**config.mk**
```make
export PLATFORM = sky130hd
export DESIGN_NAME = updi_break_gen
export DESIGN_NICKNAME = d
export VERILOG_FILES = /design/src/rtl/updi_pkg.sv /design/src/rtl/updi_down_counter.sv /design/src/rtl/updi_break_gen.sv
export SDC_FILE = /design/constraint.sdc
export NUM_CORES = 1
export LEC_CHECK = 0
export CAP_MARGIN = 20
export CORE_MARGIN = 8
export CORE_UTILIZATION = 38
export CTS_BUF_LIST = sky130_fd_sc_hd__clkbuf_4
export CTS_CLUSTER_SIZE = 16
export DETAILED_ROUTE_END_ITERATION = 16
export PLACE_DENSITY = 0.59
export SETUP_SLACK_MARGIN = 0.3
export SLEW_MARGIN = 25
export SYNTH_ARGS = -nofsm -noshare
export SYNTH_HDL_FRONTEND = slang
export SYNTH_HIERARCHICAL = 1
export SYNTH_SLANG_ARGS = --single-unit
```
**constraint.sdc**
```tcl
create_clock -name clk -period 6.7 [get_ports clk]
set_clock_uncertainty 0.15 [all_clocks]
set_input_delay 1.34 -clock clk [delete_from_list [all_inputs] [get_ports clk]]
set_output_delay 1.34 -clock clk [all_outputs]
set_load 0.005 [all_outputs]
```
**src/rtl/updi_pkg.sv**
```systemverilog
// Shared UPDI types and default widths for the break generator and related timing blocks.
package updi_pkg;

  localparam int UPDI_CNT_W  = 17;
  localparam int UPDI_NBRK_W = 4;

  typedef enum logic [1:0] {
    BRK_IDLE = 2'd0,
    BRK_LOW  = 2'd1,
    BRK_HIGH = 2'd2
  } brk_state_t;

endpackage

```
**src/rtl/updi_down_counter.sv**
```systemverilog
// Loadable down counter with a zero flag; holds at zero until reloaded.
module updi_down_counter #(
  parameter int W = 17
) (
  input  logic         clk,
  input  logic         rst,
  input  logic         load,
  input  logic [W-1:0] value,
  input  logic         en,
  output logic         zero
);

  logic [W-1:0] count;

  // Count register: load has priority, decrement saturates at zero.
  always_ff @(posedge clk) begin
    if (rst) begin
      count <= {W{1'b0}};
    end else if (load) begin
      count <= value;
    end else if (en && (count != {W{1'b0}})) begin
      count <= count - W'(1);
    end else begin
      count <= count;
    end
  end

  assign zero = (count == {W{1'b0}});

endmodule

```
**src/rtl/updi_break_gen.sv**
```systemverilog
// Programmable UPDI BREAK generator: N low pulses of L clocks, each followed by an H-clock high gap.
module updi_break_gen
  import updi_pkg::*;
#(
  parameter int CNT_W  = UPDI_CNT_W,
  parameter int NBRK_W = UPDI_NBRK_W
) (
  input  logic              clk,
  input  logic              rst,
  input  logic              start,
  input  logic [NBRK_W-1:0] n_breaks,
  input  logic [CNT_W-1:0]  low_clks,
  input  logic [CNT_W-1:0]  high_clks,
  input  logic              abort,
  output logic              busy,
  output logic              done,
  output logic              aborted,
  output logic [NBRK_W-1:0] brk_idx,
  output logic              pulse,
  output logic              tx_oe
);

  brk_state_t        state;
  logic [CNT_W-1:0]  lo_m1;
  logic [CNT_W-1:0]  hi_m1;
  logic [NBRK_W-1:0] n_last;
  logic [CNT_W-1:0]  lo_in_m1;
  logic [CNT_W-1:0]  hi_in_m1;
  logic              cnt_load;
  logic [CNT_W-1:0]  cnt_value;
  logic              cnt_en;
  logic              cnt_zero;
  logic              more;

  // A zero length behaves as one clock, so the reload value is max(len,1)-1.
  assign lo_in_m1 = (low_clks  == {CNT_W{1'b0}}) ? {CNT_W{1'b0}} : low_clks  - CNT_W'(1);
  assign hi_in_m1 = (high_clks == {CNT_W{1'b0}}) ? {CNT_W{1'b0}} : high_clks - CNT_W'(1);
  assign more     = (brk_idx < n_last);

  // Phase counter control: reload at each phase boundary, otherwise count down.
  always_comb begin
    cnt_load  = 1'b0;
    cnt_value = {CNT_W{1'b0}};
    cnt_en    = 1'b0;
    case (state)
      BRK_IDLE: begin
        if (start && (n_breaks != {NBRK_W{1'b0}})) begin
          cnt_load  = 1'b1;
          cnt_value = lo_in_m1;
        end else begin
          cnt_load  = 1'b0;
        end
      end
      BRK_LOW: begin
        if (!abort && cnt_zero) begin
          cnt_load  = 1'b1;
          cnt_value = hi_m1;
        end else begin
          cnt_en    = 1'b1;
        end
      end
      BRK_HIGH: begin
        if (!abort && cnt_zero && more) begin
          cnt_load  = 1'b1;
          cnt_value = lo_m1;
        end else begin
          cnt_en    = 1'b1;
        end
      end
      default: begin
        cnt_en = 1'b0;
      end
    endcase
  end

  updi_down_counter #(.W(CNT_W)) u_cnt (
    .clk   (clk),
    .rst   (rst),
    .load  (cnt_load),
    .value (cnt_value),
    .en    (cnt_en),
    .zero  (cnt_zero)
  );

  // Sequencer FSM with registered status and one-cycle strobes; abort beats any phase end.
  always_ff @(posedge clk) begin
    if (rst) begin
      state   <= BRK_IDLE;
      busy    <= 1'b0;
      done    <= 1'b0;
      aborted <= 1'b0;
      brk_idx <= {NBRK_W{1'b0}};
      lo_m1   <= {CNT_W{1'b0}};
      hi_m1   <= {CNT_W{1'b0}};
      n_last  <= {NBRK_W{1'b0}};
    end else begin
      done    <= 1'b0;
      aborted <= 1'b0;
      case (state)
        BRK_IDLE: begin
          if (start) begin
            lo_m1   <= lo_in_m1;
            hi_m1   <= hi_in_m1;
            n_last  <= n_breaks - NBRK_W'(1);
            brk_idx <= {NBRK_W{1'b0}};
            if (n_breaks == {NBRK_W{1'b0}}) begin
              done <= 1'b1;
            end else begin
              state <= BRK_LOW;
              busy  <= 1'b1;
            end
          end
        end
        BRK_LOW: begin
          if (abort) begin
            state   <= BRK_IDLE;
            busy    <= 1'b0;
            aborted <= 1'b1;
            brk_idx <= {NBRK_W{1'b0}};
          end else if (cnt_zero) begin
            state <= BRK_HIGH;
          end
        end
        BRK_HIGH: begin
          if (abort) begin
            state   <= BRK_IDLE;
            busy    <= 1'b0;
            aborted <= 1'b1;
            brk_idx <= {NBRK_W{1'b0}};
          end else if (cnt_zero) begin
            if (more) begin
              state   <= BRK_LOW;
              brk_idx <= brk_idx + NBRK_W'(1);
            end else begin
              state   <= BRK_IDLE;
              busy    <= 1'b0;
              done    <= 1'b1;
              brk_idx <= {NBRK_W{1'b0}};
            end
          end
        end
        default: begin
          state   <= BRK_IDLE;
          busy    <= 1'b0;
          brk_idx <= {NBRK_W{1'b0}};
        end
      endcase
    end
  end

  assign pulse = (state != BRK_LOW);
  assign tx_oe = busy;

endmodule

```
=== Word-level counts from Yosys, hierarchy flattened ===
Index checks and enable logic that the tools add are counted.

* Add/sub/neg operators: 5
* $mul: 0
* Div/mod/pow operators: 0
* Magnitude comparators: 1
* Equal/unequal tests: 9
* Shift-type cells: 0
* Multiplexer cells: 43
* Bitwise operators: 1
* Reductions and logical operators: 19

{| class="wikitable"
|+ Operators by type and width
! kind !! number
|-
| 2-to-1 mux 17 bit || 7
|-
| logical NOT 17 bit || 3
|-
| one-hot mux 17 bit (3 select lines) || 1
|-
| subtractor 17 x 1 -> 17 bit (second input constant) || 3
|-
| 2-to-1 mux 4 bit || 5
|-
| 2-to-1 mux 1 bit || 18
|-
| nonzero test 17 bit || 1
|-
| 2-to-1 mux 2 bit || 6
|-
| one-hot mux 4 bit (3 select lines) || 1
|-
| != test 3 bit (second input constant) || 3
|-
| != test 2 bit (second input constant) || 3
|-
| one-hot mux 1 bit (3 select lines) || 2
|-
| one-hot mux 2 bit (3 select lines) || 1
|-
| AND reduction 5 bit || 1
|-
| adder 4 x 1 -> 4 bit (second input constant) || 1
|-
| logical AND 1 bit || 4
|-
| logical NOT 4 bit || 1
|-
| < comparator 4 bit || 1
|-
| one-hot mux 1 bit (2 select lines) || 2
|-
| AND reduction 4 bit || 1
|-
| nonzero test 4 bit || 1
|-
| OR reduction 2 bit || 2
|-
| subtractor 4 x 1 -> 4 bit (second input constant) || 1
|-
| AND reduction 3 bit || 1
|-
| other kinds (8) || 8
|}

* Register bits: 64
* Latch bits: 0
* Memory bits (writable): 0
* Bits in read-only memories: 0
* Input bits: 42
* Output and inout bits: 9
* Logic and storage cells: 87
* Memories kept: 0

=== Longest topological paths before layout ===
* Depth after elaboration: 8
* Gate-level depth with buffers: 16
* Depth with buffers taken out: 14

=== By module ===
The synthesis kept the hierarchy.

{| class="wikitable"
|+ By module, submodules not included
! module !! times used !! cells each !! area an instance (um^2) !! sequential area each (um^2)
|-
| updi_break_gen || 1 || 360 || 2862.7 || 940.9
|-
| updi_down_counter || 1 || 131 || 1059.8 || 340.3
|}

=== Worst setup path after synthesis ===
No wires, ideal clock.

* Path type: register -> register
* Start point: register u_cnt.count[0]
* End point: register u_cnt.count[4]
* Setup time: 95 ps
* Arrival: 3429 ps
* Slack: 3025 ps
* Cell stages (with the launch flop): 16
* Buffers on the path: 3
* Clock period less this slack: 3675 ps
* Cell sequence: dfxtp_1 > inv_1 > ha_1 > nor4b_1 > nand4_1 > inv_1 > nor2b_1 > nand2_1 > a211oi_2 > buf_2 > nor3_1 > nor2_1 > clkbuf_1 > clkbuf_1 > a21oi_1 > a221oi_1

* Elaborated cells on any way between the ends: 18
* Those cells by class: add/sub (1); mux (11); reduce/logical (6)

{| class="wikitable"
|+ RTL lines
! what !! line !! text
|-
| start: declaration || updi_down_counter.sv:13 || <nowiki>logic [W-1:0] count;</nowiki>
|-
| start signal: assignment || updi_down_counter.sv:18 || <nowiki>count <= {W{1'b0}};</nowiki>
|-
| start signal: assignment || updi_down_counter.sv:20 || <nowiki>count <= value;</nowiki>
|-
| start signal: assignment || updi_down_counter.sv:22 || <nowiki>count <= count - W'(1);</nowiki>
|-
| logical NOT 17 bit * || updi_down_counter.sv:28 || <nowiki>assign zero = (count == {W{1'b0}});</nowiki>
|-
| named net cnt_zero || updi_break_gen.sv:32 || <nowiki>logic cnt_zero;</nowiki>
|-
| logical AND 1 bit * || updi_break_gen.sv:55, updi_break_gen.sv:63 ||
|-
| logical AND 1 bit || updi_break_gen.sv:63 || <nowiki>if (!abort && cnt_zero && more) begin</nowiki>
|-
| 2-to-1 mux 1 bit || updi_break_gen.sv:63 ||
|-
| one-hot mux 1 bit (3 select lines) * || updi_break_gen.sv:45 || <nowiki>case (state)</nowiki>
|-
| named net cnt_load || updi_break_gen.sv:29 || <nowiki>logic cnt_load;</nowiki>
|-
| 2-to-1 mux 17 bit or nonzero test 2 bit (tied branches) || -- ||
|}

The timed path passes the listed nets; every way through them passes the cells marked *. The select of a mux whose other input is x is not followed.
A chain may end at the register's enable or synchronous reset.

=== Final worst setup path ===
* Start point: register u_cnt.count[0]
* End point: register u_cnt.count[8]

Same word-level chain as after synthesis.

==> results.md <==
* Pwr Density at 296 mW/mm^2
* Outcome: finished, final reports clean
* Gp weighted congestion at slightly above 0.8
* Grt ovf at 0
* Num rows at 37
* Die Width at 118 um
* Pin count of the biggest net entering global routing at 47
* Die area at 0.0138 mm^2
* Die Y at 118 um
* Crit Path Max Fanout at 21
* Syn nets at 545
* # nets final at between 500 and 600
* Pre-Repair DR Iteration Count at 5
* Post-route DRC violation count at 0
* Clk Latency, worst-skew pair at roughly 410 ps
* Vias in the first global route at 3615
* CTS buffer count at 9
* Antenna viol nets, final at 0
* Post-synth top area cell: dfxtp_1
* Layout Cells excl Fill at 678
* Mean Syn Cell Area at approximately 8 um^2
* First-pass GRT wire length at 18.0 mm
* Multi-input logic area at 0.00246 mm^2
* DR iter-0 viols at ~290
* Netlist cell types at 66
* Dominant synthesized flop cell: dfxtp_1
* RSZ-0062 raised after global routing: false
* Filler instances at 1020
* Clock power frac at ~22%
* Combinational Power Share at 39.9%
* Yosys warning count at 6
* Synthesized area at 0.00392 mm^2
* Switching Fraction at 39.7%
* GR Util All Layers at 15.4%
* Initial Util at a little under 40%
* Post-CTS Hold Fix Bufs at 0
* Fmax achieved at 229 MHz
* Wire per inst at 15.8 um
* Final Max Tran Viols at 0
* Post-Route WL at between 10 and 15 mm
* Via count at 3705
* TritonCTS clock tree: yes
* Sequential power share at 38.5%
* Critical Path AT at 4520 ps
* CTS HTree Levels at 3
* Synthesized flop and latch total at 64
* Crit path kind: reg2reg
* Post-Place Cell Area at about 0.0046 mm^2
* Vias per cell at around 5.5
* Worst-Margin Slew at 812 ps
* Root buf cell: clkbuf_4
* Syn Inst Count at 491
* Internal power at roughly 840 uW
* Headroom to the max-slew limit at a little under half
* Dpl cells at ~660
* Hold Path Class: reg2reg
* Sequential fraction of the synthesis area at ~33%
* Total core area at 0.0102 mm^2
* Critical-path cell list: inv_1, ha_1, nor4b_1, nand4_1, inv_1, nor2b_1, nand2_1, a211oi_2, buf_4, nor3_1, nor2_1, buf_4, inv_1, and4_1, a2111oi_0
* Req. time, crit path at around 6900 ps
* Final Hold Viols at 0
* IO Count at 51
* Clock sinks at between 60 and 70
* Largest stage delay on the critical path at 520 ps
* Post-route cell area at 0.00472 mm^2
* Crit path time final at 4360 ps
* Synthesis-to-finish area growth at 20.3%
* CTS resizes at 0
* # setup viols final at 0
* Switching pwr at 555 uW
* Startpoint Class: register
* Post-synth EDFFs at 0
* Clock transition at path regs at 130 ps
* Dpl hpwl at 7.98 mm
* Setup TNS at 0 ps
* Setup crit end kind: register
* Clock tree buffer depth at 2
* Share of cells above drive strength 1 at 8.32%
* Top cells by area in the synthesized netlist: dfxtp_1 33%, nand2_1 5.0%, nor2_1 4.8%
* Reg area at 0.00128 mm^2
* Most used cell, CP: inv_1
* Async set-reset flop share out of synthesis at 0%
* Slowest CP cell: nor4b_1
* P_leak at 0.00165 uW
* VDD IR-drop max at 0.0933 mV
* Post-CTS Setup Bufs at 0
* Antenna violations before repair at 1
* Max-Cap Viols at 0
* Crit share post-route at between 60% and 70%
* Port Buf Inserts at 50
* Top cell type's share of synthesized area at 32.7%
## critical path: cells and delay by family, from the launching register on
| family | cells | cell delay [ps] |
|---|---|---|
| DFF | 1 | 330 |
| buffers and inverters | 5 | 1230 |
| AOI/OAI and AO/OA | 2 | 420 |
| adders and majority gates | 1 | 230 |
| and+or+nand+nor | 7 | 1890 |
## power groups by stage
stage | registers (uW) | logic [uW] | clock network (uW)
after detailed placement | 545 | 548 | 0
after global placement | 544 | 539 | 0
after CTS | 536 | 551 | 309
final | 538 | 558 | 301
after global routing | 551 | 620 | 327
after floorplan | 524 | 398 | 0
## worst paths after layout
check	slack [ps]	end	cells after the start	from
worst max-delay path	2340	u_cnt/count[8]	15	u_cnt/count[0]
worst min-delay path	310	lo_m1[7]	2	lo_m1[7]
worst max register to register	2340	u_cnt/count[8]	15	u_cnt/count[0]
worst min register to register	310	lo_m1[7]	2	lo_m1[7]
## metrics by stage
stage / utilization [%] / hold WS (ps) / total power (uW) / worst slack (ps)
6_report: 46.3 / 310 / 1400 / 2340
5_1_grt: 46.3 / 330 / 1500 / 2020
4_1_cts: 46.2 / 310 / 1400 / 2200
3_5_place_dp: 44.7 / 294 / 1090 / 2230
3_3_place_gp: 44.7 / 287 / 1080 / 2360
2_1_floorplan: - / 275 / 922 / 3030
## sequential cells by signal, indices dropped and copies added (netlist names)
name         cells
hi_m1           17
lo_m1           17
u_cnt/count     17
brk_idx          4
n_last           4
state            2
aborted          1
busy             1
done             1
## synthesized netlist by cell type (all sizes together) (4+ instances only)
cell type   n
a211oi      9
a21oi      24
a222oi      4
a22oi      14
a311oi      7
buf         4
clkbuf     18
dfxtp      64
ha         12
inv        27
nand2      54
nand2b      5
nand3      19
nand3b      5
nand4       7
nor2       50
nor3       18
nor3b       5
nor4       12
o21ai      24
o22ai       8
o31ai       4
or3        10
or4         7
xnor2      14
xor2       18
## routing by layer
metal / vias to the layer above / track usage, % / share of wire (%)
li1: 1890 / - / -
met1: 1703 / 20.3 / 48
met2: 98 / 24.0 / 45
met3: 14 / 3.60 / 4.9
met4: 0 / 5.68 / 1.7
met5: - / 0 / 0
## placed cells by master, fill, tap and decap left out, types with 4 or more instances in the layout
cell type	netlist	final
inv_1	27	27
a311oi_1	7	7
nand3_1	16	16
o21ai_1	15	15
a21oi_1	22	22
nor4_1	10	10
nand3b_1	5	5
nand2_1	52	52
buf_4	2	6
or3_1	10	10
ha_1	12	12
or4_1	4	4
o22ai_1	7	7
nand2b_1	5	5
clkdlybuf4s50_1	0	50
xnor2_1	14	14
o21ai_0	8	8
xor2_1	18	18
a222oi_1	4	4
a211oi_1	8	8
o31ai_1	4	4
a22oi_1	14	14
clkbuf_4	0	10
nor3_1	17	17
nor2_1	50	50
nand4_1	7	7
dfxtp_1	64	64
## cell type report
type,count,share of cell area [%]
tap,136,3.61
antenna,1,0.0530
clock inverter,6,1.78
inverter,27,2.15
timing repair buffer,56,11.6
multi-input combinational,378,52.1
sequential,64,27.2
clock buffer,10,1.59
## kinds of logic (layout without fill, tap and decap cells)
kind of cell    after synthesis  count (layout)  share of synthesized area (%)
other cells                   0               1                              0
fa+ha+maj                    12              12                           3.83
compound gates              118             118                           21.0
simple gates                213             213                           29.6
mux                           3               3                          0.766
xor+xnor                     32              32                           7.15
flops                        64              64                           32.7
buf+inv                      49              99                           4.94
Power figures use the tool's default switching activity.
